<file path="src/rtl/lc3b_types.sv">
// Shared LC-3b datapath types used by the memory bridge.
// Contents:
//   lc3b_word       - 16-bit data/address word
//   lc3b_mem_wmask  - 2-bit byte-lane mask ([1]=high byte, [0]=low byte)
//   WMASK_FULL/NONE - common lane masks
//   same_word()     - true when two byte addresses fall in the same 16-bit word
package lc3b_types;

  typedef logic [15:0] lc3b_word;
  typedef logic [1:0]  lc3b_mem_wmask;

  localparam lc3b_mem_wmask WMASK_FULL = 2'b11;
  localparam lc3b_mem_wmask WMASK_NONE = 2'b00;

  // Byte addresses share a word when everything above the lane bit matches.
  function automatic logic same_word(input lc3b_word a, input lc3b_word b);
    return (a[15:1] == b[15:1]);
  endfunction

endpackage

</file>
<file path="src/rtl/mem_bridge_wbuf.sv">
// One-entry posted write buffer for mem_bridge.
// Ports:
//   clk, reset        - clock and synchronous active-high reset (discards the entry)
//   i_load            - capture address/data/lanes and mark the entry valid
//   i_clear           - invalidate the entry once it has reached physical memory
//   i_address/i_data/i_byte_enable - store being posted
//   i_match_address   - address of an incoming read to compare against the entry
//   o_valid/o_address/o_data/o_byte_enable - current entry contents
//   o_full_hit        - entry valid, same word as i_match_address, both lanes written
module mem_bridge_wbuf
  import lc3b_types::*;
(
  input  logic          clk,
  input  logic          reset,
  input  logic          i_load,
  input  logic          i_clear,
  input  lc3b_word      i_address,
  input  lc3b_word      i_data,
  input  lc3b_mem_wmask i_byte_enable,
  input  lc3b_word      i_match_address,
  output logic          o_valid,
  output lc3b_word      o_address,
  output lc3b_word      o_data,
  output lc3b_mem_wmask o_byte_enable,
  output logic          o_full_hit
);

  logic          r_valid;
  lc3b_word      r_address;
  lc3b_word      r_data;
  lc3b_mem_wmask r_byte_enable;

  // Load wins over clear; the controller never asks for both in one cycle,
  // but a fresh store must never be lost to a stale clear.
  always_ff @(posedge clk) begin
    if (reset) begin
      r_valid       <= 1'b0;
      r_address     <= '0;
      r_data        <= '0;
      r_byte_enable <= WMASK_NONE;
    end else if (i_load) begin
      r_valid       <= 1'b1;
      r_address     <= i_address;
      r_data        <= i_data;
      r_byte_enable <= i_byte_enable;
    end else if (i_clear) begin
      r_valid       <= 1'b0;
    end
  end

  // Only a full-word entry can satisfy a read; partial entries are never merged.
  assign o_full_hit    = r_valid && same_word(r_address, i_match_address) &&
                         (r_byte_enable == WMASK_FULL);
  assign o_valid       = r_valid;
  assign o_address     = r_address;
  assign o_data        = r_data;
  assign o_byte_enable = r_byte_enable;

endmodule

</file>
<file path="src/rtl/mem_bridge.sv">
// CPU-to-physical-memory bridge with a one-entry posted write buffer.
// Writes complete to the CPU immediately when the buffer is free and drain
// later; full-word reads that hit the buffer are forwarded from it.
// Ports:
//   clk, reset                      - clock, synchronous active-high reset
//   cpu_read/cpu_write              - CPU requests, held until cpu_resp
//   cpu_byte_enable/address/wdata   - CPU store lanes, byte address, store data
//   cpu_rdata, cpu_resp             - registered read data, one-cycle completion
//   pmem_read/pmem_write            - physical memory strobes
//   pmem_byte_enable/address/wdata  - physical request fields
//   pmem_rdata, pmem_resp           - physical read data and completion
//   wb_valid                        - write buffer holds an undrained store
module mem_bridge
  import lc3b_types::*;
(
  input  logic          clk,
  input  logic          reset,
  input  logic          cpu_read,
  input  logic          cpu_write,
  input  lc3b_mem_wmask cpu_byte_enable,
  input  lc3b_word      cpu_address,
  input  lc3b_word      cpu_wdata,
  output lc3b_word      cpu_rdata,
  output logic          cpu_resp,
  output logic          pmem_read,
  output logic          pmem_write,
  output lc3b_mem_wmask pmem_byte_enable,
  output lc3b_word      pmem_address,
  output lc3b_word      pmem_wdata,
  input  lc3b_word      pmem_rdata,
  input  logic          pmem_resp,
  output logic          wb_valid
);

  typedef enum logic [1:0] {IDLE, ACK, READ, DRAIN} state_t;

  state_t        r_state;
  state_t        w_next_state;
  lc3b_word      r_rdata;
  logic          w_buf_load;
  logic          w_buf_clear;
  logic          w_load_fwd;
  logic          w_load_pmem;
  logic          w_buf_valid;
  logic          w_full_hit;
  lc3b_word      w_buf_address;
  lc3b_word      w_buf_data;
  lc3b_mem_wmask w_buf_byte_enable;

  mem_bridge_wbuf u_wbuf (
    .clk             (clk),
    .reset           (reset),
    .i_load          (w_buf_load),
    .i_clear         (w_buf_clear),
    .i_address       (cpu_address),
    .i_data          (cpu_wdata),
    .i_byte_enable   (cpu_byte_enable),
    .i_match_address (cpu_address),
    .o_valid         (w_buf_valid),
    .o_address       (w_buf_address),
    .o_data          (w_buf_data),
    .o_byte_enable   (w_buf_byte_enable),
    .o_full_hit      (w_full_hit)
  );

  // State register; reset abandons any READ/DRAIN so the strobe falls at once.
  always_ff @(posedge clk) begin
    if (reset) r_state <= IDLE;
    else       r_state <= w_next_state;
  end

  // Read data is only loaded by a forward or a physical read response and
  // otherwise keeps its last value.
  always_ff @(posedge clk) begin
    if (reset)            r_rdata <= '0;
    else if (w_load_fwd)  r_rdata <= w_buf_data;
    else if (w_load_pmem) r_rdata <= pmem_rdata;
  end

  // Next-state and output decode. Reads take priority over writes, and any
  // buffered store that could be reordered against the request is drained
  // first, which keeps stores in program order. pmem_resp is only looked at
  // in READ and DRAIN.
  always_comb begin
    w_next_state     = r_state;
    w_buf_load       = 1'b0;
    w_buf_clear      = 1'b0;
    w_load_fwd       = 1'b0;
    w_load_pmem      = 1'b0;
    cpu_resp         = 1'b0;
    pmem_read        = 1'b0;
    pmem_write       = 1'b0;
    pmem_byte_enable = WMASK_NONE;
    pmem_address     = cpu_address;
    pmem_wdata       = w_buf_data;
    case (r_state)
      IDLE: begin
        if (cpu_read) begin
          if (w_full_hit) begin
            w_load_fwd   = 1'b1;
            w_next_state = ACK;
          end else if (w_buf_valid) begin
            w_next_state = DRAIN;
          end else begin
            w_next_state = READ;
          end
        end else if (cpu_write) begin
          if (!w_buf_valid) begin
            w_buf_load   = 1'b1;
            w_next_state = ACK;
          end else begin
            w_next_state = DRAIN;
          end
        end else if (w_buf_valid) begin
          w_next_state = DRAIN;
        end
      end
      ACK: begin
        cpu_resp     = 1'b1;
        w_next_state = IDLE;
      end
      READ: begin
        pmem_read        = 1'b1;
        pmem_byte_enable = WMASK_FULL;
        pmem_address     = cpu_address;
        if (pmem_resp) begin
          w_load_pmem  = 1'b1;
          w_next_state = ACK;
        end
      end
      DRAIN: begin
        pmem_write       = 1'b1;
        pmem_byte_enable = w_buf_byte_enable;
        pmem_address     = w_buf_address;
        if (pmem_resp) begin
          w_buf_clear  = 1'b1;
          w_next_state = IDLE;
        end
      end
      default: w_next_state = IDLE;
    endcase
  end

  assign cpu_rdata = r_rdata;
  assign wb_valid  = w_buf_valid;

endmodule
</file>
<file path="config.mk">
export PLATFORM = sky130hd
export DESIGN_NAME = mem_bridge
export DESIGN_NICKNAME = d
export VERILOG_FILES = /design/src/rtl/lc3b_types.sv /design/src/rtl/mem_bridge_wbuf.sv /design/src/rtl/mem_bridge.sv
export SDC_FILE = /design/constraint.sdc
export NUM_CORES = 1
export LEC_CHECK = 0
export ABC_AREA = 1
export CORE_AREA = 2 2 82 84
export CTS_BUF_LIST = sky130_fd_sc_hd__clkbuf_8 sky130_fd_sc_hd__clkbuf_16
export DETAILED_ROUTE_END_ITERATION = 6
export DIE_AREA = 0 0 84 86
export PLACE_DENSITY = 0.8
export SETUP_SLACK_MARGIN = 0.1
export SKIP_CTS_REPAIR_TIMING = 1
export SLEW_MARGIN = 25
export SYNTH_ARGS = -nofsm -noshare
export SYNTH_HDL_FRONTEND = slang
export SYNTH_SLANG_ARGS = --single-unit
</file>
<file path="constraint.sdc">
create_clock -name clk -period 1.6 [get_ports clk]
set_input_delay 0.24 -clock clk [delete_from_list [all_inputs] [get_ports clk]]
set_output_delay 0.24 -clock clk [all_outputs]
set_load 0.05 [all_outputs]
</file>
==> results.cfg <==
[synthesis]
syn_inst = 404
synthTopCellsByArea = dfxtp_1, nand2_1, a211oi_1, inv_1, nor2_1
synth_largest_area_cell = dfxtp_1
seq_area_frac_synth_pct = 38.8
synth_warnings = 0
synth.top_cell.area_share_pct = 38.8
syn_nets = 459
syn_area_um2 = 2740
ys_seq_elements = 53
avgSynthCellArea_um2 = 6.78
ys_types = 22

[drt]
wl_um = 8800
post_drt_wl_per_cell_um = 14.8
wl_met2_um = 4450
top_layer = met4
drt_iter0_drc = 167
first_pass_iters = 4
drt-met1-wl_um = 3730
drc = 0
drtAntennaViolNets = 0
viasPerCell = 5.17
dr_wl_met3_um = 426
vias = 3065

[flow_run]
cap_violations = 0

[global_routing]
overflow = 0
grt_pass1_wl_um = 12700
antenna_found_initial = 0
grt_pass1_vias = 2770
track_usage_pct = 21.6
grt_max_degree = 66

[run_status]
status = complete, no violations

[placed_design]
hpwl_um = 5800
post-place-ws_ps = -355
gp_congestion = 0.794
portBuffers = 108
dpl-instance-area_um2 = 4110

[worst_setup_path]
cpMaxStageDelayCell = dfxtp_4
critPathLaunchType = flop
reg2reg_to = cpu_rdata[7]$_SDFFE_PP0P_
cp_slowest_stage_delay_ps = 410
r2r_setup_slack_ps = 40
r2r_start = u_wbuf.o_address[7]$_SDFFE_PP0P_
worstPathArrival_ps = 1330
cp-end-kind = output pin
worst_path_dominant_cell_family = flip-flops
crit_type = reg -> out
crit_buf_inv = 2
crit_path_max_fanout = 9
cp_cell_sequence = nand2_4 -> clkbuf_16 -> o21ai_2 -> buf_12
r2r_cells = 11
critical_path_required_ps = 1360

[floorplan]
num_rows = 29
die_x_um = 84
core_um2 = 6280
start_util_pct = 43.6
dieArea_um2 = 7220
die_y_um = 86
ios = 109

[layout]
nets = 570
final_layout_size_suffix_gt1_share_pct = 32.9
synthToLayoutAreaGrowth_pct = 70.2
num-fill-cells = 449
final_cell_area_um2 = 4660
antenna_cells = 0
final_util_pct = 74.2

[clocking]
clkSinkCount = 53
cts_tree = done
path_clk_slew_ps = 100
insertion_delay_ps = 310
htree_levels = 2
cts_buffers = 5
clock-root-buffer = clkbuf_8
clk_path_buf_depth = 2

[sta]
maxSlewHeadroom_pct = 75.2
hold_viol = 0
fin_ws_ps = 31.5
worst_slew_pin_slew_ps = 371
final-setup-viol-count = 0
period_needed_ps = 1570
clock_skew_ps = 7.60
max_freq_ghz = 0.638
rsz0062_at_grt = yes
fin_crit_sh_pct = 98.0
final-max-slew-violation-count = 0

[hold_path]
hold_class = in -> reg
hp-start = reset
worstHoldEndpoint = u_wbuf.o_data[0]$_SDFFE_PP0P_
hold_depth = 2

[power]
power_mw = 3.87
p_leak_nw = 2.15
powerDensity_nw_per_um2 = 830
netSwitchingPower_mw = 1.39
seq_power_share_pct = 38.8
clkPwrFrac_pct = 24.3
ir_worst_vdd_uv = 587
power.share.switching_pct = 36.1
power.internal_mw = 2.47
comb_power_share_pct = 36.9
-- worst max-delay path by stage --
stage,start,end,slack (ps),depth (start not counted)
after global placement,cpu_address[1],cpu_rdata[15]$_SDFFE_PP0P_,-260,11
after CTS,r_state[0]$_SDFFE_PP0P_,pmem_address[2],-210,4
final,r_state[1]$_SDFFE_PP0P_,pmem_address[6],30,4
after detailed placement,cpu_address[4],cpu_rdata[14]$_SDFFE_PP0P_,-350,12
after global routing,r_state[1]$_SDFFE_PP0P_,u_wbuf.o_address[6]$_SDFFE_PP0P_,-30,4
after floorplan,r_state[0]$_SDFFE_PP0P_,pmem_address[10],-140,3
-- sequential cells by signal (all words and copies together) (netlist names) --
| signal | flops |
|---|---|
| u_wbuf.o_byte_enable | 2 |
| u_wbuf.o_data | 16 |
| cpu_rdata | 16 |
| u_wbuf.o_valid | 1 |
| u_wbuf.o_address | 16 |
| r_state | 2 |
-- metal layers --
metal  up-vias  GRT usage (%)
li1       1536              -
met1      1413           26.7
met2        99           37.7
met3        17           4.91
met4         0           6.16
met5         -              0
-- worst register-to-register path, delay by kind of cell, from the launching register on --
| family | cells | cell delay, ps |
|---|---|---|
| AND/OR/NAND/NOR | 8 | 760 |
| flip-flops | 1 | 360 |
| buffers and inverters | 2 | 260 |
| AO/OA/AOI/OAI | 1 | 120 |
-- cell usage after synthesis --
library cell and number:
nand2_2 3, xor2_1 2, nand3_1 17, nand3b_1 1
buf_4 1, clkbuf_1 16, a21oi_2 6, nand2_1 110
a211oi_1 34, o211ai_1 1, buf_6 2, inv_1 50
o21ai_0 17, inv_2 2, nand4_1 17, nor2_1 47
a21oi_1 16, buf_2 5, buf_1 1, nand3_4 1
nor2_8 2, dfxtp_1 53
-- cell families after synthesis --
| logic type | after synthesis | share of synthesized area, % |
|---|---|---|
| flip-flops | 53 | 38.8 |
| AND/OR/NAND/NOR | 198 | 31.6 |
| AO/OA/AOI/OAI | 74 | 17.6 |
| XOR/XNOR | 2 | 0.640 |
| buffers and inverters | 77 | 11.5 |
-- power by group through the flow --
stage | sequential (mW) | combinational, mW | clock, mW
6_report | 1.50 | 1.42 | 0.941
5_1_grt | 1.51 | 1.51 | 1.02
4_1_cts | 1.49 | 1.30 | 0.953
3_5_place_dp | 1.52 | 1.30 | 0
3_3_place_gp | 1.51 | 1.28 | 0
2_1_floorplan | 1.70 | 0.541 | 0
-- cell type report --
class | instances | area, µm² | share of cell area (%)
multi-input cells | 274 | 1640 | 35.2
well taps | 77 | 96.3 | 2.07
clock buffers | 5 | 68.8 | 1.48
clock inverters | 3 | 46.3 | 0.994
repair buffers | 129 | 1530 | 32.9
flip-flops and latches | 53 | 1080 | 23.2
inverters | 52 | 195 | 4.19
-- through the flow --
stage | std cells | setup TNS, ps | hold WS, ps
finish | 593 | 0 | 190
global route | 593 | -385 | 188
CTS | 586 | -2820 | 188
detailed placement | 578 | -7350 | 464
global placement | 578 | -5590 | 455
floorplan | 404 | -3250 | 416
-- cells in the final DEF, fill, tap and decap left out, drive strengths merged, types with 2 or more instances in the layout --
cell / n
nand3: 18
a211oi: 34
dfxtp: 53
nand2: 113
nand4: 17
o21ai: 17
dlymetal6s2s: 16
clkbuf: 8
buf: 73
inv: 52
xor2: 2
nor2: 49
clkdlybuf4s50: 37
a21oi: 22
Power figures use the tool's default switching activity.
